===== config.mk =====
export PLATFORM = sky130hd
export DESIGN_NAME = scene_loader
export DESIGN_NICKNAME = d
export VERILOG_FILES = /design/src/rtl/physics_pkg.sv /design/src/rtl/scene_field_decoder.sv /design/src/rtl/scene_loader.sv
export SDC_FILE = /design/constraint.sdc
export NUM_CORES = 2
export LEC_CHECK = 0
export CORE_AREA = 2 2 539 541
export CTS_BUF_LIST = sky130_fd_sc_hd__clkbuf_8
export CTS_CLUSTER_DIAMETER = 100
export DETAILED_ROUTE_END_ITERATION = 10
export DIE_AREA = 0 0 541 543
export PLACE_DENSITY_LB_ADDON = 0.2
export SLEW_MARGIN = 20
export SYNTH_ARGS = -nofsm -noshare
export SYNTH_HDL_FRONTEND = slang
export SYNTH_SLANG_ARGS = --single-unit

===== constraint.sdc =====
create_clock -name clk_162 -period 9.1 [get_ports clk_162]
set_clock_uncertainty 0.1 [all_clocks]
set_input_delay 2.275 -clock clk_162 [delete_from_list [all_inputs] [get_ports clk_162]]
set_output_delay 2.275 -clock clk_162 [all_outputs]
set_load 0.02 [all_outputs]

===== src/rtl/physics_pkg.sv =====
// rtl/physics_pkg.sv - shared constants, record sizing helpers and enums for the scene loader
package physics_pkg;

  localparam logic [7:0] SYNC_BYTE = 8'hA5;

  // Bytes per sprite record: loc and velo words, then the mass, then one radius byte.
  function automatic int bps_f(input int width, input int dims);
    return 2 * dims * width / 8 + width / 16 + 1;
  endfunction

  // Index width that stays at least one bit wide for single-entry ranges.
  function automatic int idx_w(input int n);
    return (n > 1) ? $clog2(n) : 1;
  endfunction

  typedef enum logic [1:0] {
    ST_IDLE  = 2'd0,
    ST_LOAD  = 2'd1,
`ifdef SCENE_LOADER_CHKSUM_EN
    ST_CHECK = 2'd2,
`endif
    ST_DONE  = 2'd3
  } loader_state_e;

  typedef enum logic [1:0] {
    FLD_LOC  = 2'd0,
    FLD_VELO = 2'd1,
    FLD_MASS = 2'd2,
    FLD_RAD  = 2'd3
  } field_sel_e;

endpackage


===== src/rtl/scene_field_decoder.sv =====
// rtl/scene_field_decoder.sv - maps a record byte offset to its field, axis and byte lane
module scene_field_decoder
  import physics_pkg::*;
#(
  parameter int WIDTH      = 32,
  parameter int DIMENSIONS = 2,
  localparam int BPS = bps_f(WIDTH, DIMENSIONS),
  localparam int CW  = idx_w(BPS),
  localparam int DW  = idx_w(DIMENSIONS),
  localparam int LW  = idx_w(WIDTH / 8)
) (
  input  logic [CW-1:0] byte_cnt_i,
  output field_sel_e    field_o,
  output logic [DW-1:0] dim_o,
  output logic [LW-1:0] lane_o
);

  localparam logic [CW-1:0] W8       = CW'(WIDTH / 8);
  localparam logic [CW-1:0] LOC_END  = CW'(DIMENSIONS * WIDTH / 8);
  localparam logic [CW-1:0] VELO_END = CW'(2 * DIMENSIONS * WIDTH / 8);
  localparam logic [CW-1:0] MASS_END = CW'(2 * DIMENSIONS * WIDTH / 8 + WIDTH / 16);

  logic [CW-1:0] rel;

  // Field boundaries are fixed by the record layout; rel is the offset inside the field group.
  always_comb begin
    field_o = FLD_RAD;
    rel     = '0;
    if (byte_cnt_i < LOC_END) begin
      field_o = FLD_LOC;
      rel     = byte_cnt_i;
    end else if (byte_cnt_i < VELO_END) begin
      field_o = FLD_VELO;
      rel     = byte_cnt_i - LOC_END;
    end else if (byte_cnt_i < MASS_END) begin
      field_o = FLD_MASS;
      rel     = byte_cnt_i - VELO_END;
    end
    dim_o  = DW'(rel / W8);
    lane_o = LW'(rel % W8);
  end

endmodule


===== src/rtl/scene_loader.sv =====
// rtl/scene_loader.sv - byte-stream scene loader; SCENE_LOADER_CHKSUM_EN adds a trailing XOR checksum
module scene_loader
  import physics_pkg::*;
#(
  parameter int SPRITES    = 9,
  parameter int WIDTH      = 32,
  parameter int DIMENSIONS = 2
) (
  input  logic                              clk_162,
  input  logic                              rst_l,
  input  logic [7:0]                        in_data,
  input  logic                              in_valid,
  output logic                              in_ready,
  output logic [SPRITES*DIMENSIONS*WIDTH-1:0] init_locations,
  output logic [SPRITES*DIMENSIONS*WIDTH-1:0] init_velos,
  output logic [SPRITES*WIDTH/2-1:0]        masses,
  output logic [SPRITES*7-1:0]              radii,
  output logic                              data_ready,
  output logic                              busy,
  output logic                              load_error
);

  localparam int BPS = bps_f(WIDTH, DIMENSIONS);
  localparam int CW  = idx_w(BPS);
  localparam int SW  = idx_w(SPRITES);
  localparam int DW  = idx_w(DIMENSIONS);
  localparam int LW  = idx_w(WIDTH / 8);

  localparam logic [CW-1:0] LAST_BYTE = CW'(BPS - 1);
  localparam logic [SW-1:0] LAST_SPR  = SW'(SPRITES - 1);

  loader_state_e state_q, state_d;
  logic [CW-1:0] byte_cnt_q, byte_cnt_d;
  logic [SW-1:0] spr_cnt_q, spr_cnt_d;
  logic          rdy, start, load_en, last_rec;

  logic [SPRITES-1:0][DIMENSIONS-1:0][WIDTH-1:0] loc_q, velo_q;
  logic [SPRITES-1:0][WIDTH/2-1:0]               mass_q;
  logic [SPRITES-1:0][6:0]                       rad_q;

  field_sel_e    dec_field;
  logic [DW-1:0] dec_dim;
  logic [LW-1:0] dec_lane;

`ifdef SCENE_LOADER_CHKSUM_EN
  logic [7:0] chk_q;
  logic       err_d, err_q;
`endif

  scene_field_decoder #(
    .WIDTH      (WIDTH),
    .DIMENSIONS (DIMENSIONS)
  ) u_dec (
    .byte_cnt_i (byte_cnt_q),
    .field_o    (dec_field),
    .dim_o      (dec_dim),
    .lane_o     (dec_lane)
  );

  assign last_rec = (byte_cnt_q == LAST_BYTE) && (spr_cnt_q == LAST_SPR);

  // Next-state and handshake decode; DONE is the only state that refuses bytes.
  always_comb begin
    state_d = state_q;
    rdy     = 1'b0;
    start   = 1'b0;
    load_en = 1'b0;
`ifdef SCENE_LOADER_CHKSUM_EN
    err_d   = 1'b0;
`endif
    unique case (state_q)
      ST_IDLE: begin
        rdy = 1'b1;
        if (in_valid && (in_data == SYNC_BYTE)) begin
          start   = 1'b1;
          state_d = ST_LOAD;
        end
      end
      ST_LOAD: begin
        rdy = 1'b1;
        if (in_valid) begin
          load_en = 1'b1;
          if (last_rec) begin
`ifdef SCENE_LOADER_CHKSUM_EN
            state_d = ST_CHECK;
`else
            state_d = ST_DONE;
`endif
          end
        end
      end
`ifdef SCENE_LOADER_CHKSUM_EN
      ST_CHECK: begin
        rdy = 1'b1;
        if (in_valid) begin
          if (in_data == chk_q) begin
            state_d = ST_DONE;
          end else begin
            err_d   = 1'b1;
            state_d = ST_IDLE;
          end
        end
      end
`endif
      ST_DONE: state_d = ST_IDLE;
      default: state_d = ST_IDLE;
    endcase
  end

  // Byte counter wraps per record and advances the sprite counter.
  always_comb begin
    byte_cnt_d = byte_cnt_q;
    spr_cnt_d  = spr_cnt_q;
    if (start) begin
      byte_cnt_d = '0;
      spr_cnt_d  = '0;
    end else if (load_en) begin
      if (byte_cnt_q == LAST_BYTE) begin
        byte_cnt_d = '0;
        spr_cnt_d  = spr_cnt_q + SW'(1);
      end else begin
        byte_cnt_d = byte_cnt_q + CW'(1);
      end
    end
  end

  // State and counter registers.
  always_ff @(posedge clk_162) begin
    if (!rst_l) begin
      state_q    <= ST_IDLE;
      byte_cnt_q <= '0;
      spr_cnt_q  <= '0;
    end else begin
      state_q    <= state_d;
      byte_cnt_q <= byte_cnt_d;
      spr_cnt_q  <= spr_cnt_d;
    end
  end

  // Each payload byte lands straight in its field lane; no staging buffer.
  always_ff @(posedge clk_162) begin
    if (!rst_l) begin
      loc_q  <= '0;
      velo_q <= '0;
      mass_q <= '0;
      rad_q  <= '0;
    end else if (load_en) begin
      unique case (dec_field)
        FLD_LOC:  loc_q[spr_cnt_q][dec_dim][{dec_lane, 3'b000} +: 8]  <= in_data;
        FLD_VELO: velo_q[spr_cnt_q][dec_dim][{dec_lane, 3'b000} +: 8] <= in_data;
        FLD_MASS: mass_q[spr_cnt_q][{dec_lane, 3'b000} +: 8]          <= in_data;
        FLD_RAD:  rad_q[spr_cnt_q]                                    <= in_data[6:0];
        default: ;
      endcase
    end
  end

`ifdef SCENE_LOADER_CHKSUM_EN
  // Running XOR of payload bytes and the registered mismatch pulse.
  always_ff @(posedge clk_162) begin
    if (!rst_l) begin
      chk_q <= '0;
      err_q <= 1'b0;
    end else begin
      err_q <= err_d;
      if (start) begin
        chk_q <= '0;
      end else if (load_en) begin
        chk_q <= chk_q ^ in_data;
      end
    end
  end

  assign load_error = err_q;
  assign busy       = (state_q == ST_LOAD) || (state_q == ST_CHECK);
`else
  assign load_error = 1'b0;
  assign busy       = (state_q == ST_LOAD);
`endif

  assign in_ready       = rdy & rst_l;
  assign data_ready     = (state_q == ST_DONE);
  assign init_locations = loc_q;
  assign init_velos     = velo_q;
  assign masses         = mass_q;
  assign radii          = rad_q;

endmodule


==> flow_results.org <==
** Logic synthesis
- Mapped Cells :: 4669
- Counting flops and latches in the post-synthesis netlist gives about 1400.
- Synth warn :: 0
- Synth area leaders :: sky130_fd_sc_hd__dfxtp_1 (55%), sky130_fd_sc_hd__mux2i_1 (18%), sky130_fd_sc_hd__o2bb2ai_1 (5.5%)
- In this run, synthesis inferred 0 flip-flops with an integrated enable.
- Leading post-synthesis cells by instance count :: sky130_fd_sc_hd__dfxtp_1 (1370), sky130_fd_sc_hd__mux2i_1 (871), sky130_fd_sc_hd__nand2_1 (622), sky130_fd_sc_hd__nor2_1 (554), sky130_fd_sc_hd__o2bb2ai_1 (311)
- Most repeated cell in the gate-level netlist after synthesis :: sky130_fd_sc_hd__dfxtp_1
- The share of the Yosys chip area taken by registers is 0.555.
- Predominant post-synthesis flop cell :: sky130_fd_sc_hd__dfxtp_1
- The synthesized netlist contains 57 unique library cells.
- Mapped Nets :: roughly 4700
- Area share of the largest cell type after synthesis :: 0.555
- The synthesized netlist occupies a cell area of slightly below 50000 µm².
- In the synthesized netlist the async set-or-reset flop fraction comes to 0.
- Summed over all instances, the cell type with the most area after synthesis is sky130_fd_sc_hd__dfxtp_1.
- A synthesized cell averages roughly 11 µm².

** Final layout
- Area growth, synth to finish :: 47.3%
- Fillers :: 30400
- Final non-filler cell total :: 10000
- Total number of nets in the final design :: around 6100
- Fraction of layout instances using a drive strength above 1 :: 0.104

** Placement
- Before CTS, the worst setup slack after placement is 2650 ps.
- Final weighted congestion of routability-driven global placement :: 0.753
- Half-perimeter wire length after detailed placement :: between 200000 and 250000 µm
- Cell Count Post-Placement :: 9553
- Port Buffers :: ~1400

** Timing
- The hold violation total from the final report was 0.
- Tmin final :: between 6000 and 7000 ps
- After routing, the total negative slack on setup checks comes to 0 ps.
- Worst-margin pin slew :: between 1000 and 1500 ps
- Setup repair after global routing missed its margin :: false
- Maximum operating frequency :: 0.154 GHz
- Normalized max-slew margin :: 0.158
- Final worst-path setup slack :: 2590 ps
- Setup violations remaining at the end of the flow were counted as 0.
- In the finished design, the share of the clock period the worst path needs comes to 0.716.
- The number of max-slew violations in the final report was 0.

** Floorplanning
- Die footprint :: 294000 µm²
- In this run the core area contains 197 standard-cell rows.
- Core Footprint :: 287000 µm²
- Measured along the x axis, the die boundary spans 541 µm.
- The die is 543 µm tall.
- 1374 I/O pins were placed.
- Effective utilization at floorplan :: 0.172

** Clocking
- In this run the deepest clock path goes through 4 buffers.
- In this run the post-CTS setup repair buffer count came out at 0.
- Number of H-tree branching levels :: 5
- Clock-pin slew was measured on the worst setup and hold paths at 50 ps.
- Clock buffers created by TritonCTS :: 274
- Post-CTS Resized :: 0
- For this design, the CTS-stage hold fixing added 0 buffers.
- The clock drives between 1000 and 1500 sinks.
- CTS placed an instance of sky130_fd_sc_hd__clkbuf_8 at the clock tree root.
- For the worst-skew pair, the clock arrives at the later sink with an insertion delay of 970 ps.
- Clock tree from TritonCTS :: yes

** Global route
- Global routing finished with a remaining overflow of 0.
- Entering global routing, the biggest net connects 190 pins.
- Number of global-route vias before repair :: 41100
- Initial antenna violation count :: 25
- Across every metal layer, demand over resource in global routing totals 0.183.
- Wire length of the first global-routing pass :: between 300000 and 400000 µm

** Routing
- Number of nets still failing antenna checks after routing :: 0
- After detailed routing, the number of vias per cell comes to about 4.1.
- The detailed router placed ~41000 vias in this run.
- DR iter-0 viols :: 2341
- For this run, design rule violations remaining after detail routing come to 0.
- In the final routed layout, each cell accounts on average for about 28 µm.
- After detailed routing, the total wire length is 281000 µm.
- For this run, the detailed router's first-pass iteration total came to 5.

** Setup path
- Critical Path Start Type :: primary input
- STA puts the critical path data arrival time at 4140 ps.
- The critical path is of the primary input to primary output type.
- The worst setup path is captured at a primary output.
- Required time worst endpoint :: 6730 ps
- Critical path fanouts, max :: 110

** Run status
- Status :: finished clean

** Power and ir drop
- Power density over the cells :: between 150 and 200 nW/µm²
- Worst vdd rail ir drop :: 0.000102 V
- P_leak :: 25.4 nW

** Worst hold path
- The min-delay analysis places its worst path in the category register to register.

** Run
- The tool flagged a number of max-cap violations equal to 0.
## area by class of cell
| cell class | count | area [µm²] | share of cell area |
|---|---|---|---|
| flip-flops and latches | 1370 | 27400 | 0.377 |
| multi-input cells | 2925 | 20700 | 0.284 |
| repair buffers | 1472 | 14500 | 0.200 |
| well taps | 3781 | 4730 | 0.0650 |
| clock buffers | 328 | 4510 | 0.0620 |
| clock inverters | 144 | 813 | 0.0112 |
| diodes | 18 | 45.0 | 0.000619 |
| inverters | 7 | 33.8 | 0.000464 |
## layer usage
metal / global-route usage / wire, µm / up-vias
met2: 0.306 / 133000 / 1635
met3: 0.0672 / 24700 / 370
met1: 0.214 / 115000 / 20100
met4: 0.0628 / 9180 / 0
met5: 0 / 0 / -
li1: - / - / 19000
## registers in the layout, indices dropped and copies added, names as in the netlist
signal,flops
state_q,2
radii,63
spr_cnt_q,4
init_locations,576
masses,144
init_velos,576
byte_cnt_q,5
## logic make-up (layout without fill, tap and decap cells)
kind of cell               count (synthesis)  in the layout  share of synthesized area
DFF                                     1370           1370                      0.555
other                                      1             19                  0.0000759
xor gates and xnor gates                   6              6                    0.00106
muxes                                    871            871                      0.176
adders and majority gates                  9              9                    0.00228
and+or+nand+nor                         1495           1495                      0.148
buffers and inverters                    374           1951                     0.0320
AOI/OAI and AO/OA                        543            543                     0.0851
## worst max-delay path, stage by stage
cell and delay, ps:
sky130_fd_sc_hd__buf_8 330, sky130_fd_sc_hd__inv_8 310, sky130_fd_sc_hd__nor2_1 310, sky130_fd_sc_hd__clkdlybuf4s50_1 660
## metrics by stage
step                area (µm²)  hold slack (ps)   util  total power (W)
floorplan                49400              430      -          0.00625
global placement         67300              338  0.234          0.00636
detailed placement       67400              345  0.234          0.00636
CTS                      72700              353  0.253           0.0128
global route             72800              370  0.253           0.0130
finish                   72800              352  0.253           0.0125
## placed cells by master, fill, tap and decap left out, types with 4 or more instances in the layout
| master | synthesis | routed |
|---|---|---|
| sky130_fd_sc_hd__buf_4 | 15 | 92 |
| sky130_fd_sc_hd__nand3b_1 | 7 | 7 |
| sky130_fd_sc_hd__inv_1 | 7 | 105 |
| sky130_fd_sc_hd__nand4b_2 | 5 | 5 |
| sky130_fd_sc_hd__nand2b_1 | 8 | 8 |
| sky130_fd_sc_hd__and3b_1 | 5 | 5 |
| sky130_fd_sc_hd__nand4b_1 | 5 | 5 |
| sky130_fd_sc_hd__o21a_1 | 22 | 22 |
| sky130_fd_sc_hd__nor2_2 | 24 | 24 |
| sky130_fd_sc_hd__a32o_1 | 48 | 48 |
| sky130_fd_sc_hd__a21oi_1 | 152 | 149 |
| sky130_fd_sc_hd__clkinvlp_4 | 0 | 7 |
| sky130_fd_sc_hd__nor4_4 | 24 | 26 |
| sky130_fd_sc_hd__nor3_4 | 48 | 49 |
| sky130_fd_sc_hd__nor3_1 | 19 | 8 |
| sky130_fd_sc_hd__mux2i_1 | 871 | 871 |
| sky130_fd_sc_hd__inv_6 | 0 | 6 |
| sky130_fd_sc_hd__ha_1 | 9 | 8 |
| sky130_fd_sc_hd__diode_2 | 0 | 18 |
| sky130_fd_sc_hd__inv_12 | 0 | 4 |
| sky130_fd_sc_hd__clkinv_2 | 0 | 16 |
| sky130_fd_sc_hd__nor3b_2 | 1 | 4 |
| sky130_fd_sc_hd__nand2_1 | 622 | 606 |
| sky130_fd_sc_hd__or4_1 | 8 | 8 |
| sky130_fd_sc_hd__clkdlybuf4s50_1 | 0 | 1364 |
| sky130_fd_sc_hd__buf_2 | 71 | 7 |
| sky130_fd_sc_hd__inv_8 | 0 | 8 |
| sky130_fd_sc_hd__and3_1 | 8 | 8 |
| sky130_fd_sc_hd__o2bb2ai_1 | 311 | 311 |
| sky130_fd_sc_hd__nand3_1 | 90 | 90 |
| sky130_fd_sc_hd__dfxtp_1 | 1370 | 1367 |
| sky130_fd_sc_hd__and2_1 | 9 | 9 |
| sky130_fd_sc_hd__nor2b_1 | 6 | 5 |
| sky130_fd_sc_hd__nor2_1 | 554 | 551 |
| sky130_fd_sc_hd__clkbuf_8 | 0 | 328 |
| sky130_fd_sc_hd__nand4_1 | 13 | 13 |
| sky130_fd_sc_hd__nand2_2 | 2 | 17 |
| sky130_fd_sc_hd__nand4bb_1 | 6 | 5 |
| sky130_fd_sc_hd__nor3_2 | 0 | 10 |
## where the power goes
group | internal, W | switching, W | leakage [nW]
Combinational | 0.0000226 | 0.000199 | 11.3
Clock | 0.00335 | 0.00293 | 3.10
Sequential | 0.00600 | 0.000000124 | 11.0
## path summary, 6_finish.rpt
check                                       end  cells past startpoint  slack (ps)            start
worst max-delay path                   in_ready                      4        2590            rst_l
worst min-delay path            init_velos[142]                      2         350  init_velos[142]
worst max register to register       masses[27]                      8        4010    byte_cnt_q[3]
worst min register to register  init_velos[142]                      2         350  init_velos[142]
Note: power is estimated with default switching activity, not from simulation.
